**config.mk**
```make
export PLATFORM = sky130hd
export DESIGN_NAME = trap_sequencer
export DESIGN_NICKNAME = d
export VERILOG_FILES = /design/src/rtl/trap_sequencer.sv
export SDC_FILE = /design/constraint.sdc
export NUM_CORES = 1
export LEC_CHECK = 0
export ABC_AREA = 1
export CORE_AREA = 2 2 83 85
export CTS_CLUSTER_DIAMETER = 80
export DETAILED_ROUTE_END_ITERATION = 16
export DIE_AREA = 0 0 85 87
export PLACE_DENSITY = 0.74
export SLEW_MARGIN = 5
export SYNTH_ARGS = -nofsm -noshare
export SYNTH_HDL_FRONTEND = slang
export SYNTH_SLANG_ARGS = --single-unit
```
**constraint.sdc**
```tcl
create_clock -name clock -period 2.33 [get_ports clock]
set_clock_uncertainty 0.2 [all_clocks]
set_input_delay 0.466 -clock clock [delete_from_list [all_inputs] [get_ports clock]]
set_output_delay 0.466 -clock clock [all_outputs]
set_load 0.02 [all_outputs]
```
**src/rtl/trap_sequencer.sv**
```systemverilog
// Writeback-stage trap/return sequencer feeding the CSR file and front-end redirect.
// Optional external-interrupt support is compiled in with `define TRAP_INTERRUPT_EN.
module trap_sequencer #(
    parameter int FLUSH_CYCLES = 2,
    parameter int XLEN         = 32
) (
    input  logic            clock,
    input  logic            reset,
    input  logic            wbValid,
    input  logic [XLEN-1:0] wbPC,
    input  logic            wbExcPending,
    input  logic [3:0]      wbExcCause,
    input  logic [XLEN-1:0] wbExcTval,
    input  logic            wbMret,
    input  logic [XLEN-1:0] trapVector,
    input  logic [XLEN-1:0] mepcValue,
    input  logic            mstatusMIE,
    input  logic            interrupt,
    output logic            controlReset,
    output logic [3:0]      mcause,
    output logic [XLEN-1:0] mtval,
    output logic            mretSignal,
    output logic            trapIsInterrupt,
    output logic            redirectValid,
    output logic [XLEN-1:0] redirectPC,
    output logic            pipeFlush
);

    typedef enum logic {
        IDLE,
        FLUSH
    } state_t;

    localparam logic [2:0] FLUSH_LOAD = 3'(FLUSH_CYCLES - 1);

    state_t     state_q, state_d;
    logic [2:0] cnt_q, cnt_d;
    logic       int_take;
    logic       unused_inputs;

    // MEPC capture of wbPC happens inside the CSR file, not here.
`ifdef TRAP_INTERRUPT_EN
    logic int_meta_q, int_meta_d;
    logic int_sync_q, int_sync_d;

    assign int_meta_d    = interrupt;
    assign int_sync_d    = int_meta_q;
    assign int_take      = int_sync_q && mstatusMIE && wbValid && !wbExcPending;
    assign unused_inputs = ^{wbPC, trapVector[1:0]};

    always_ff @(posedge clock) begin
        if (reset) begin
            int_meta_q <= 1'b0;
            int_sync_q <= 1'b0;
        end else begin
            int_meta_q <= int_meta_d;
            int_sync_q <= int_sync_d;
        end
    end
`else
    assign int_take      = 1'b0;
    assign unused_inputs = ^{interrupt, mstatusMIE, wbPC, trapVector[1:0]};
`endif

    always_comb begin
        // NOTE: every output and next-state gets a default first so no path infers a latch.
        state_d         = state_q;
        cnt_d           = cnt_q;
        controlReset    = 1'b0;
        mcause          = 4'd0;
        mtval           = '0;
        mretSignal      = 1'b0;
        trapIsInterrupt = 1'b0;
        redirectValid   = 1'b0;
        redirectPC      = '0;
        pipeFlush       = 1'b0;

        // Outputs are gated during reset so a mid-flush reset drops everything at once.
        if (!reset) begin
            case (state_q)
                IDLE: begin
                    if (wbValid && wbExcPending) begin
                        controlReset  = 1'b1;
                        mcause        = wbExcCause;
                        mtval         = wbExcTval;
                        redirectValid = 1'b1;
                        redirectPC    = {trapVector[XLEN-1:2], 2'b00};
                        pipeFlush     = 1'b1;
                    end else if (int_take) begin
                        controlReset    = 1'b1;
                        mcause          = 4'd11;
                        trapIsInterrupt = 1'b1;
                        redirectValid   = 1'b1;
                        redirectPC      = {trapVector[XLEN-1:2], 2'b00};
                        pipeFlush       = 1'b1;
                    end else if (wbValid && wbMret) begin
                        mretSignal    = 1'b1;
                        redirectValid = 1'b1;
                        redirectPC    = mepcValue;
                        pipeFlush     = 1'b1;
                    end

                    // The strobe cycle itself is the first flush cycle.
                    if (redirectValid) begin
                        cnt_d   = FLUSH_LOAD;
                        state_d = (FLUSH_LOAD != 3'd0) ? FLUSH : IDLE;
                    end
                end
                FLUSH: begin
                    pipeFlush = 1'b1;
                    cnt_d     = cnt_q - 3'd1;
                    if (cnt_q <= 3'd1) begin
                        state_d = IDLE;
                    end
                end
                default: state_d = IDLE;
            endcase
        end
    end

    always_ff @(posedge clock) begin
        // NOTE: sequential state uses non-blocking assignments so all flops update together.
        if (reset) begin
            state_q <= IDLE;
            cnt_q   <= 3'd0;
        end else begin
            state_q <= state_d;
            cnt_q   <= cnt_d;
        end
    end

endmodule
```
== Yosys cells after proc, flatten, opt, wreduce, memory -nomap -nowiden ==
Index checks and enable logic that the tools add are counted.

* Flip-flop bits (word level): 4
* Output and inout bits: 73

* Add/subtract/negate cells: 1
* Magnitude comparators: 1
* Eq/ne operators: 1
* Multiplexer cells: 29
* Bitwise operators: 1
* Reductions and logical operators: 2

{| class="wikitable"
|+ Operator list
! cell !! count
|-
| $mux W32 || 7
|-
| $mux W1 || 15
|-
| $mux W4 || 3
|-
| $pmux W3 S2 || 1
|-
| $pmux W1 S2 || 2
|-
| $le A3 B1 Y1 const B || 1
|-
| $mux W3 || 1
|-
| $sub A3 B1 Y3 const B || 1
|-
| $logic_and A1 B1 Y1 || 2
|-
| $ne A2 B1 Y1 const B || 1
|-
| $not A1 Y1 || 1
|}

== Logic depth before layout (Yosys ltp) ==
* Depth in word-level cells: 7
* Depth in mapped cells: 7
* Depth with buffers taken out: 6

== Worst setup path before layout ==
Ideal clock, no wire load.

* Kind: input -> output
* Start: input wbValid
* End: output redirectPC[22]
* Data arrival time: 1.164 ns
* Required time: 1.664 ns
* Slack: 0.500 ns
* Stages on the path: 7
* Path buffers: 1
* Cell sequence: nand2_1 nor2_2 nand2_2 inv_2 buf_4 nand2_1 nand2_1

* Longest elaborated chain between the ends: 5
* Elaborated cells on any way between the ends: 6

{| class="wikitable"
|+ RTL lines
! what !! line !! RTL
|-
| start, declared || 9 || <nowiki>input logic wbValid,</nowiki>
|-
| $logic_and A1 B1 Y1 || 96 || <nowiki>end else if (wbValid && wbMret) begin</nowiki>
|-
| $mux W32 || 96 ||
|-
| $mux W32 * || 82 || <nowiki>if (wbValid && wbExcPending) begin</nowiki>
|-
| $mux W32 * || 80 || <nowiki>case (state_q)</nowiki>
|-
| $mux W32 * || 79 || <nowiki>if (!reset) begin</nowiki>
|-
| end, declared || 25 || <nowiki>output logic [XLEN-1:0] redirectPC,</nowiki>
|}

Every way passes the cells marked *; elsewhere a longest branch is shown, timed or not.

== Worst setup path in the final report ==
* Start: input wbValid
* End: output redirectPC[7]

Same word-level chain as after synthesis.

==> results by group <==
Run status
  • Outcome: completed

Placed design
  • DP Worst Slack: -508 ps
  • Routability-driven placement congestion ratio: 0.802
  • Total placed cells including tap cells: 472
  • HPWL Detailed: 4.15 mm
  • PortBufs: 174

Setup path
  • Max stage delay on crit path: 220 ps
  • R2R Setup Slk: 990 ps
  • Critical-path cell list: dlygate4sd2_1 -> nand2_2 -> nor2_2 -> nand2_2 -> inv_4 -> buf_6 -> clkbuf_16 -> nand2_1 -> nand2_1 -> buf_4
  • Critical path depth: 10
  • Slowest-stage cell, CP: dlygate4sd2_1
  • Worst Path Arrival: 1560 ps
  • CP Capture Type: primary output
  • FF-to-FF End: cnt_q[1]$_SDFFE_PP0P_
  • Required @ worst endpoint: 1660 ps
  • Critical Path Source Type: input port
  • FF-to-FF Start: cnt_q[0]$_SDFFE_PP0P_
  • Setup CP Type: in -> out
  • WP buf/inv: 5
  • R2R cell count: 4
  • Critical Path Fanout Max: 7
  • Crit-path leading delay family: buffers and inverters

Finish
  • Layout cells sized above 1: 0.273
  • Final net count: 543
  • Area Overhead vs Synth: 201%
  • Filler cell count: 677
  • Cell Count, Final, Fillers Out: 480
  • Inserted Diodes: 0
  • Finished Core Util: 0.458

Die
  • Core Area: 6570 um^2
  • Site row count: 30
  • Chip Height: 87 um
  • Die Width: 85 um
  • Starting Density: 0.152
  • Die area: 7400 um^2
  • # IOs: 212

Logic synthesis
  • Flops & latches, synth: 4
  • Top cell type's share of synthesized area: 0.327
  • Post-synth EDFFs: 0
  • Most common cell in the netlist: nand2_1
  • Synth top area cells: nand2_1, inv_1, nor2_1
  • Ys Warns: 0
  • Mapped Cells: 215
  • Area leader, netlist: nand2_1
  • FFs w/ async S/R, synth: 0
  • Post-synth top cells: nand2_1, inv_1, nor2_1
  • Sequential-to-total area share from yosys stat: 0.0801
  • Syn Area/Cell: 4.65 um^2
  • Synthesized cell area: 1000 um^2
  • Yosys cell types: 23
  • Top FF cell, synth: dfxtp_1
  • Syn Nets: 356

GRT
  • Busiest grt layer: met2
  • Initial antenna violation count: 0
  • Vias in the first global route: 1,628
  • Largest net degree at the start of global routing: 37
  • Met3 track demand over resource: 0.0209
  • Grt met1 use: 0.149
  • Total grt overflow: 0
  • GRT met2 Usage: 0.233
  • First-pass GRT wire length: 7.69 mm
  • GRT Total Usage: 0.126

Timing
  • Final Hold Viols: 0
  • RSZ-0062 raised after global routing: no
  • Final Hold Slack: 300 ps
  • # setup viols final: 0
  • Highest Clock Rate: 449 MHz
  • Final WS setup: 102 ps
  • Fin crit period: 2230 ps
  • Final period util: 0.956
  • Final Max Tran Viols: 0

Worst hold path
  • Min-Delay Path Class: reg -> reg
  • Hold Crit Depth: 2
  • Hold Startpoint: cnt_q[1]$_SDFFE_PP0P_
  • Worst hold endpoint: cnt_q[1]$_SDFFE_PP0P_

Routing
  • Total Wirelength: 5.23 mm
  • Number of vias per cell: 3.75
  • Via count: 1,800
  • Pre-antenna DRT Iters: 4
  • First DRT Iteration DRCs: 40
  • Routed Antenna Nets: 0
  • Drt wl/cell: 10.9 um
  • DRC viols: 0

Run
  • Max_cap viols: 0

Pwr
  • Lkg Pwr: 1.58 nW
  • Worst VDD drop: 418 uV
  • Pwr dens: 218 nW/um^2

Clocking
  • CTS clk-pin slew, worst paths: 30 ps
  • CTS sink cnt: 4
  • H-tree Lvls: 1
  • CTS Buffer Depth: 2
  • CTS tree: built
  • Worst skew pair latency: 220 ps
  • CTS root buffer: clkbuf_8
  • Clock buffers created by TritonCTS: 3
-- layout make-up --
class / count / area (um^2) / area share
timing repair buffer: 192 / 1940 / 0.643
multi-input combinational: 155 / 674 / 0.224
inverter: 46 / 178 / 0.0590
tap: 80 / 100 / 0.0333
sequential: 4 / 80.1 / 0.0266
clock buffer: 3 / 41.3 / 0.0137
-- sequential cells by signal, summed over array words and instances (netlist names) --
name     count
cnt_q        3
state_q      1
-- layout by cell type, fill, tap and decap left out --
master and count:
clkdlybuf4s50_1 98, nand2_1 84, inv_1 43, nor2_1 42, clkdlybuf4s15_2 37, buf_4 27
nand2_2 12, buf_2 12, dlygate4sd2_1 6, buf_12 5, dfxtp_1 4, a21oi_1 3
clkbuf_8 3, buf_6 3, nand2_4 2, inv_4 2, nand3_1 2, ha_1 2
buf_16 2, inv_2 1, nor2_4 1, nor2_2 1, nor3b_1 1, o21ai_0 1
nand4_1 1, or2_0 1, o21bai_1 1, conb_1 1, clkbuf_16 1, clkdlybuf4s15_1 1
-- metal layers --
metal,vias up,share of wire
li1,970,-
met1,753,0.41
met2,65,0.52
met3,12,0.055
met4,0,0.020
met5,-,0
-- power by group --
part / internal (W) / total (W) / leakage, nW / switching (W)
logic: 0.000256 / 0.000427 / 1.53 / 0.000171
clock network: 0.000110 / 0.000145 / 0.0216 / 0.0000351
registers: 0.0000760 / 0.0000829 / 0.0330 / 0.00000690
total: 0.000442 / 0.000655 / 1.58 / 0.000213
-- logic make-up (layout without fill, tap and decap cells) --
kind of cell    count (synthesis)  after routing  share of synthesized area
fa+ha+maj                       2              2                     0.0250
simple gates                  147            147                      0.606
flops                           4              4                     0.0801
buf+inv                        56            241                      0.258
compound gates                  5              5                     0.0275
other cells                     1              1                    0.00375
-- metrics by stage --
stage,power (W),TNS [ps],instance area (um^2)
5_1_grt,0.000701,0,3010
3_3_place_gp,0.000515,-30350,2910
4_1_cts,0.000659,0,2980
3_5_place_dp,0.000520,-31440,2910
2_1_floorplan,0.000233,0,1000
6_report,0.000655,0,3010
-- worst max path at each step --
stage | start | endpoint
2_1_floorplan | wbValid | redirectPC[22]
3_3_place_gp | wbValid | redirectPC[23]
3_5_place_dp | wbValid | redirectPC[20]
4_1_cts | reset | redirectPC[7]
5_1_grt | wbValid | redirectPC[26]
6_report | wbValid | redirectPC[7]
-- what timing repair did --
item | in CTS | in global routing
setup buffers | 2 | 0
gates resized for setup | 274 | 3
pin swaps | 1 | 2
hold endpoints to repair | 0 | 0
gates cloned | 2 | 1
hold buffers | 0 | 0
endpoints found under the setup margin | 72 | 5
-- worst min-delay path, cell delays in order (launching register included) --
cell	delay, ps
dfxtp_1	310
nand4_1	90
a21oi_1	50
Power figures use the tool's default switching activity.
